`src/rtl/i2s_tx.sv`:
```
// I2S transmitter: divides clk into bclk/lrclk, latches one stereo pair per frame
// and shifts each channel out MSB-first with the standard one-bit delay.
module i2s_tx #(
  parameter int DATA_WIDTH = 16,
  parameter int BCLK_DIV   = 4,
  parameter int SLOT_WIDTH = 32
) (
  input  logic                  clk,
  input  logic                  rst_n,
  input  logic                  enable,
  input  logic [DATA_WIDTH-1:0] d_ch0,
  input  logic [DATA_WIDTH-1:0] d_ch1,
  output logic                  sample_clk,
  output logic                  bclk,
  output logic                  lrclk,
  output logic                  sdata
);

  localparam int DIV_W = (BCLK_DIV > 1) ? $clog2(BCLK_DIV) : 1;
  localparam int CNT_W = $clog2(2 * SLOT_WIDTH);
  localparam logic [DIV_W-1:0] DIV_MAX  = DIV_W'(BCLK_DIV - 1);
  localparam logic [CNT_W-1:0] CNT_MAX  = CNT_W'(2 * SLOT_WIDTH - 1);
  localparam logic [CNT_W-1:0] SLOT     = CNT_W'(SLOT_WIDTH);
  localparam logic [CNT_W-1:0] LAST_BIT = CNT_W'(DATA_WIDTH);

  logic [DIV_W-1:0]      div_cnt;
  logic [CNT_W-1:0]      bit_cnt;
  logic [CNT_W-1:0]      next_cnt;
  logic [CNT_W-1:0]      pos;
  logic [DATA_WIDTH-1:0] hold_ch1;
  logic [DATA_WIDTH-1:0] shreg;
  logic                  shift_evt;

  // Slot position refers to the bit count that takes effect on this shift event.
  always_comb begin
    shift_evt = bclk && (div_cnt == DIV_MAX);
    next_cnt  = (bit_cnt == CNT_MAX) ? '0 : bit_cnt + 1'b1;
    pos       = (next_cnt >= SLOT) ? next_cnt - SLOT : next_cnt;
  end

  // The left word goes straight from d_ch0 into the shift register at the frame
  // latch, so only the right word needs a holding register.
  // NOTE: sequential state uses non-blocking assignments so every register sees
  // pre-edge values of the others, independent of statement order.
  always_ff @(posedge clk or negedge rst_n) begin
    if (!rst_n) begin
      div_cnt    <= '0;
      bclk       <= 1'b0;
      bit_cnt    <= CNT_MAX;
      lrclk      <= 1'b0;
      sample_clk <= 1'b0;
      sdata      <= 1'b0;
      hold_ch1   <= '0;
      shreg      <= '0;
    end else if (!enable) begin
      div_cnt    <= '0;
      bclk       <= 1'b0;
      bit_cnt    <= CNT_MAX;
      lrclk      <= 1'b0;
      sample_clk <= 1'b0;
      sdata      <= 1'b0;
      hold_ch1   <= '0;
      shreg      <= '0;
    end else begin
      if (div_cnt == DIV_MAX) begin
        div_cnt <= '0;
        bclk    <= ~bclk;
      end else begin
        div_cnt <= div_cnt + 1'b1;
      end

      if (shift_evt) begin
        bit_cnt    <= next_cnt;
        lrclk      <= (next_cnt >= SLOT);
        sample_clk <= (next_cnt >= SLOT);
        if (next_cnt == '0) begin
          hold_ch1 <= d_ch1;
          shreg    <= d_ch0;
          sdata    <= 1'b0;
        end else if (next_cnt == SLOT) begin
          shreg <= hold_ch1;
          sdata <= 1'b0;
        end else if (pos <= LAST_BIT) begin
          sdata <= shreg[DATA_WIDTH-1];
          shreg <= {shreg[DATA_WIDTH-2:0], 1'b0};
        end else begin
          sdata <= 1'b0;
        end
      end
    end
  end

endmodule
```
`config.mk`:
```
export PLATFORM = sky130hd
export DESIGN_NAME = i2s_tx
export DESIGN_NICKNAME = d
export VERILOG_FILES = /design/src/rtl/i2s_tx.sv
export SDC_FILE = /design/constraint.sdc
export NUM_CORES = 1
export LEC_CHECK = 0
export ABC_AREA = 1
export CAP_MARGIN = 20
export CORE_ASPECT_RATIO = 1.5
export CORE_UTILIZATION = 49
export DETAILED_ROUTE_END_ITERATION = 10
export GPL_TIMING_DRIVEN = 0
export PLACE_DENSITY = 0.79
export REMOVE_ABC_BUFFERS = 1
export SLEW_MARGIN = 40
export SYNTH_ARGS = -nofsm -noshare
export SYNTH_HDL_FRONTEND = slang
export SYNTH_SLANG_ARGS = --single-unit
```
`constraint.sdc`:
```
create_clock -name clk -period 1.85 [get_ports clk]
set_input_delay 0.2775 -clock clk [delete_from_list [all_inputs] [get_ports clk]]
set_output_delay 0.2775 -clock clk [all_outputs]
set_load 0.01 [all_outputs]
```
==> impl_results.md, run 1 <==
- Pin count of the biggest net entering global routing: 44
- IO Pins: 39
- CP Class: reg2reg
- R2r startpoint: bit_cnt[0]$_DFFE_PN1P_
- Crit path time final: 1.934 ns
- Status: finished, violations left
- Max Fclk: 517.0 MHz
- Total CTS buffers: 5
- Detailed Route WL: 6944 um
- CTS tree: done
- Comb pwr share: 17.7%
- First-pass GRT wire length: 10920 um
- RSZ-0062 raised after global routing: true
- Vias: 2292
- Peak VDD IR: 532.1 uV
- Synthesized netlist cell count: 308
- Chip height: 90.85 um
- Final Core Density: 70.28%
- Share of cells above drive strength 1: 31.35%
- Final Hold Viols: 0
- Most frequent cells after synthesis: nand2_1, inv_1, dfrtp_1
- Setup Skew: 0.009461 ns
- Root Buffer Master: clkbuf_8
- Seq pwr share: 42.7%
- Sequential-to-total area share from yosys stat: 42.02%
- Start point of the worst min-delay path: div_cnt[0]$_DFF_PN0_
- Sw Share: 25.30%
- Total Routing Usage GR: 27.15%
- Post-route insts no fill: 438
- Ys Warns: 0
- Core footprint: 5085 um2
- Number of global-route vias before repair: 2295
- Reg2reg setup slack: -0.08 ns
- Filler cells: 379
- R2R Path End: shreg[13]$_DFFE_PN0P_
- Synth Cell Area: 2579 um2
- Initial drt markers: 115
- Critical path peak fanout: 5
- Initial antenna violation count: 0
- First drt pass iteration count: 4
- Max-Cap Viols: 0
- Worst path required time: 2.05 ns
- Yosys top cell area share: 35.90%
- Area leader, netlist: dfrtp_1
- Startpoint types: flip-flop
- Power per Cell Area: 625.6 nW/um2
- Slew @ Worst Pin: 0.5571 ns
- Dpl cells: 400
- Pint: 1670 uW
- Unique masters post-synth: 31
- Failing checks: setup timing
- DIE AREA: 5563 um2
- Relative slew slack: 62.77%
- Clk pwr share: 39.7%
- Diodes inserted: 0
- Global route overflow: 0
- Data arrival, critical path: 2.14 ns
- H-tree depth: 2
- CTS clk-pin slew, worst paths: 0.09 ns
- Chip width: 61.23 um
- Starting Density: 50.71%
- Final Cycle Share: 104.6%
- Top_reg_cell synth: dfrtp_1
- Synth Area per Inst: 8.372 um2
- Max-slew violations: 0
- Post-synthesis sequential element count: 43
- Hold Crit Depth: 1
- Most common cell in the synthesized netlist: nand2_1
- HP Class: reg2reg
- Final worst slack: -0.08441 ns
- Synth area leaders: dfrtp_1, nand2_1, inv_1
- Via density: 5.233
- DR WL/cell: 15.85 um
- GPL Wtd Cong: 0.8390
- Number of flops mapped to enable cells by yosys: 0
- Hold EP: div_cnt[0]$_DFF_PN0_
- Worst r2r path cells: 11
- # DRC: 0
- Area Overhead vs Synth: 38.57%
- Final hold slack: 0.4341 ns
- Row cnt: 32
- HPWL reported at the end of detailed placement: 3357 um
- LEAKAGE: 0.001734 uW
- TritonCTS sink count: 43
- Sw Pwr: 565.6 uW
- Fin nets: 407
- Setup-failing EPs final: 32
- Max Buffers Root-to-Sink: 2
- Final instance area: 3573 um2
- Worst-Skew Late Latency: 0.31 ns
- Antenna viol nets, final: 0
- Port buffer count: 38
- DP Area: 2927 um2
- Setup crit end kind: flip-flop
- Ys async rst share: 100.0%
## area by class of cell
class,count,area (um2),share of cell area (%)
Multi-Input combinational cell,193,1345,37.64
Sequential cell,43,1084,30.32
Timing Repair Buffer,64,683.2,19.12
Inverter,60,229.0,6.408
Tap cell,68,85.08,2.381
Clock buffer,6,72.57,2.031
Clock inverter,2,60.06,1.681
Timing Repair inverter,2,15.01,0.4202
## per-layer routing
layer	wire, um	global-route usage, %
met1	2576	32.68
met2	3720	43.66
met3	351	5.301
met4	296	14.96
met5	0	0
## power groups by stage
stage | clock, uW | combinational (uW) | sequential (uW)
3_3_place_gp | 0 | 276 | 972
3_5_place_dp | 0 | 277 | 973
4_1_cts | 879 | 375 | 954
5_1_grt | 919 | 426 | 955
6_report | 886 | 395 | 955
2_1_floorplan | 0 | 145 | 972
## worst max path at each step
stage / cells after the start / endpoint / slack (ns) / from
after global placement: 6 / bit_cnt[2]$_DFFE_PN1P_ / -0.98 / enable
after global routing: 11 / shreg[2]$_DFFE_PN0P_ / -0.16 / bit_cnt[0]$_DFFE_PN1P_
final: 11 / shreg[13]$_DFFE_PN0P_ / -0.08 / bit_cnt[0]$_DFFE_PN1P_
after detailed placement: 6 / bit_cnt[2]$_DFFE_PN1P_ / -0.58 / enable
after floorplan: 10 / hold_ch1[10]$_DFFE_PN0P_ / -0.15 / bit_cnt[0]$_DFFE_PN1P_
after CTS: 9 / shreg[1]$_DFFE_PN0P_ / -0.03 / bit_cnt[0]$_DFFE_PN1P_
## through the flow
stage          total power [uW]  worst slack (ns)  TNS, ns
2_1_floorplan              1117           -0.1477   -2.560
3_3_place_gp               1249           -0.9780   -48.49
3_5_place_dp               1250           -0.5830   -15.98
4_1_cts                    2208          -0.03408  -0.3224
5_1_grt                    2301           -0.1598   -4.075
6_report                   2236          -0.08441   -1.476
## registers in the layout (all words and copies together), names as in the netlist
register	count
hold_ch1	16
shreg	16
bit_cnt	6
div_cnt	2
bclk	1
lrclk	1
sdata	1
## cell usage in the layout, fill, tap and decap left out, types with 4 or more instances in the layout
cell	instances
o21bai_1	4
nand3_4	5
nand3_1	23
dfrtp_1	37
buf_4	11
dfstp_2	6
buf_12	5
nand2_2	10
nand2_1	63
clkdlybuf4s50_1	36
o21ai_1	5
o21ai_2	10
nor2_1	6
clkbuf_8	5
nor2_4	6
inv_2	4
nand3_2	12
inv_1	55
o21bai_2	10
a21oi_1	12
buf_6	8
nand2_8	4
## kinds of logic after synthesis
group           synth area share, %
fa+ha+maj                     1.456
flops                         42.02
xor+xnor                     0.6309
buf+inv                       13.29
simple gates                  27.61
compound gates                14.99
## repair_timing
action / in CTS / in global routing
buffers inserted: 21 / 3
pin swaps: 22 / 8
cloned: 4 / 1
resized for setup: 40 / 15
endpoints found under the hold margin: 37 / 0
endpoints found under the setup margin: 38 / 38
hold buffers: 1 / 0
## critical path, stage by stage (launching register included)
cell and delay, ns:
dfstp_2 0.58, ha_4 0.18, nand2_4 0.07, nor2_2 0.10, nand2_2 0.08, nand3_4 0.12
nand2_8 0.10, nor2_8 0.21, buf_6 0.15, nand2_1 0.08, nand3_2 0.09, o21bai_2 0.06
(Power assumes the default switching activity.)
==> run 2, diff against run 1 <==
--- a/config.mk
+++ b/config.mk
@@ -13,6 +13,7 @@
 export GPL_TIMING_DRIVEN = 0
 export PLACE_DENSITY = 0.79
 export REMOVE_ABC_BUFFERS = 1
+export SETUP_SLACK_MARGIN = 0.05
 export SLEW_MARGIN = 40
 export SYNTH_ARGS = -nofsm -noshare
 export SYNTH_HDL_FRONTEND = slang
==> run 2 against run 1 <==
The flow still finishes with violations (setup timing). Sequential power is essentially flat. Wire length rose by 1.5%. Highest routed layer unchanged. Non-clock buffer count increased by 1. Core utilization is 1.4 points higher. Clock-buffer cell count is the same.
==> impl_results.md, run 2 (synthesis gave the netlist of run 1 again) <==
- Status: finished, violations left (unchanged)
- Failing checks: setup timing (unchanged)
- Via density: 5.330 (was 5.233)
- Final worst slack: -0.05578 ns (was -0.08441 ns)
- Root Buffer Master: clkbuf_8 (unchanged)
- Final Hold Viols: 0 (unchanged)
- Setup-failing EPs final: 32 (unchanged)
- First-pass GRT wire length: 11140 um (was 10920 um)
- Diodes inserted: 0 (unchanged)
- Detailed Route WL: 7051 um (was 6944 um)
- Total CTS buffers: 5 (unchanged)
- R2R Path End: shreg[8]$_DFFE_PN0P_ (was shreg[13]$_DFFE_PN0P_)
- Clk pwr share: 39.1% (was 39.7%)
- Vias: 2340 (was 2292)
- Worst-Skew Late Latency: 0.31 ns (about the same)
- Number of global-route vias before repair: 2339 (was 2295)
- R2r startpoint: bit_cnt[1]$_DFFE_PN1P_ (was bit_cnt[0]$_DFFE_PN1P_)
- Slew @ Worst Pin: 0.6608 ns (was 0.5571 ns)
- Chip height: 90.85 um (unchanged)
- Setup crit end kind: flip-flop (unchanged)
- HP Class: reg2reg (unchanged)
- Fin nets: 408 (was 407)
- Starting Density: 50.71% (unchanged)
- Setup Skew: 0.008304 ns (was 0.009461 ns)
- Sw Share: 25.42% (was 25.30%)
- PnR Total Power: 2249 uW (was 2236 uW)
- Max-slew violations: 0 (unchanged)
- Start point of the worst min-delay path: div_cnt[0]$_DFF_PN0_ (unchanged)
- TritonCTS sink count: 43 (unchanged)
- Total Routing Usage GR: 27.74% (was 27.15%)
- GPL Wtd Cong: 0.8390 (unchanged)
- Hold EP: div_cnt[0]$_DFF_PN0_ (unchanged)
- Worst r2r path cells: 10 (was 11)
- Core footprint: 5085 um2 (unchanged)
- First drt pass iteration count: 6 (was 4)
- DR WL/cell: 16.06 um (was 15.85 um)
- Pint: 1678 uW (was 1670 uW)
- Max Fclk: 524.7 MHz (was 517.0 MHz)
- RSZ-0062 raised after global routing: true (unchanged)
- Relative slew slack: 55.84% (was 62.77%)
- Hold Crit Depth: 1 (unchanged)
- CP Class: reg2reg (unchanged)
- CTS tree: done (unchanged)
- Worst path required time: 2.11 ns (was 2.05 ns)
- IO Pins: 39 (unchanged)
- Pre-CTS WS: -0.5830 ns (unchanged)
- Row cnt: 32 (unchanged)
- Leading registers by flop count: hold_ch1 (16), shreg (16), bit_cnt (6) (unchanged)
- Power per Cell Area: 617.1 nW/um2 (was 625.6 nW/um2)
- Most common cell after layout, fill and taps aside: nand2_1 (unchanged)
- # DRC: 0 (unchanged)
- LEAKAGE: 0.001742 uW (was 0.001734 uW)
- HPWL reported at the end of detailed placement: 3357 um (unchanged)
- H-tree depth: 2 (unchanged)
- Post-Route Setup TNS: -1.084 ns (was -1.476 ns)
- Data arrival, critical path: 2.16 ns (was 2.14 ns)
- Most frequent cells in the layout: nand2_1, inv_1, dfrtp_1 (unchanged)
- Sw Pwr: 571.7 uW (was 565.6 uW)
- Area Overhead vs Synth: 41.34% (was 38.57%)
- Chip width: 61.23 um (unchanged)
- DIE AREA: 5563 um2 (unchanged)
- Final Cycle Share: 103.0% (was 104.6%)
- Port buffer count: 38 (unchanged)
- Initial drt markers: 109 (was 115)
- Max Buffers Root-to-Sink: 2 (unchanged)
- Antenna viol nets, final: 0 (unchanged)
- Pin count of the biggest net entering global routing: 44 (unchanged)
- Seq pwr share: 42.4% (was 42.7%)
- Max-Cap Viols: 0 (unchanged)
- Global route overflow: 0 (unchanged)
- Share of cells above drive strength 1: 36.93% (was 31.35%)
- Comb pwr share: 18.4% (was 17.7%)
- CTS clk-pin slew, worst paths: 0.08 ns (was 0.09 ns)
- Filler cells: 367 (was 379)
- Setup crit start: bit_cnt[1]$_DFFE_PN1P_ (was bit_cnt[0]$_DFFE_PN1P_)
- Peak VDD IR: 530.1 uV (was 532.1 uV)
- Initial antenna violation count: 0 (unchanged)
- Critical path peak fanout: 4 (was 5)
- Startpoint types: flip-flop (unchanged)
- Crit path time final: 1.906 ns (was 1.934 ns)
- Reg2reg setup slack: -0.06 ns (was -0.08 ns)
==> run 2: cell count changes in the layout (fill, tap and decap cells not counted), moves of 2 or more <==
cell / before / now
o21ai_2: 10 / 15
nand3_2: 12 / 21
nand2_2: 10 / 17
nand2_1: 63 / 56
buf_4: 11 / 15
nand3_1: 23 / 14
a21oi_1: 12 / 14
a21oi_2: 2 / 0
buf_6: 8 / 5
o21ai_1: 5 / 1
==> run 2: area by class of cell <==
cell class	instances	area (um2)	share of cell area (%)
timing repair buffer	65	675.6	18.54
sequential	43	1084	29.73
tap	68	85.08	2.334
clock buffer	6	72.57	1.991
inverter	60	229.0	6.282
multi-input combinational	193	1424	39.07
clock inverter	2	60.06	1.648
timing repair inverter	2	15.01	0.4119
==> run 2: worst max-delay path by stage <==
| stage | to | slack, ns | cells past startpoint |
|---|---|---|---|
| 2_1_floorplan | hold_ch1[10]$_DFFE_PN0P_ | -0.15 | 10 |
| 3_3_place_gp | bit_cnt[2]$_DFFE_PN1P_ | -0.98 | 6 |
| 3_5_place_dp | bit_cnt[2]$_DFFE_PN1P_ | -0.58 | 6 |
| 4_1_cts | shreg[3]$_DFFE_PN0P_ | -0.03 | 11 |
| 5_1_grt | shreg[1]$_DFFE_PN0P_ | -0.14 | 11 |
| 6_report | shreg[8]$_DFFE_PN0P_ | -0.06 | 10 |
==> run 2: what timing repair did <==
action | CTS | global route
gates resized for setup | 55 | 20
hold endpoints to repair | 37 | 0
setup endpoints to repair | 39 | 36
cloned | 4 | 0
hold buffers | 1 | 0
setup buffers | 21 | 5
pin swaps | 26 | 8
==> run 2: per-stage QoR <==
step,instances,hold WS (ns),util [%],area [um2]
floorplan,294,-0.01809,-,2461
global placement,400,0.4213,57.55,2927
detailed placement,400,0.3001,57.55,2927
CTS,434,0.4390,69.32,3525
global route,439,0.4504,71.68,3645
finish,439,0.4325,71.68,3645
==> run 2: worst max-delay path, cell delays in order, from the launching register on <==
cell and delay, ns:
dfstp_2 0.57, buf_4 0.15, nand3_2 0.09, nor2_2 0.21, nand2_1 0.13, nand3_4 0.15, buf_12 0.13, nor3_2 0.04
nor2_1 0.19, nand3_1 0.11, nand2_1 0.08
==> run 2: layer usage <==
layer	routed length, um	part of all wire, %	global-route usage, %
met5	0	0	0
met3	317	4.5	6.160
met1	2638	37	32.00
met4	269	3.8	17.80
met2	3826	54	44.29
==> run 2: power groups by stage <==
| stage | Combinational, uW | Clock [uW] | Sequential, uW |
|---|---|---|---|
| after CTS | 382 | 879 | 954 |
| after global placement | 276 | 0 | 972 |
| after floorplan | 145 | 0 | 972 |
| after detailed placement | 277 | 0 | 973 |
| final | 415 | 880 | 955 |
| after global routing | 447 | 919 | 955 |
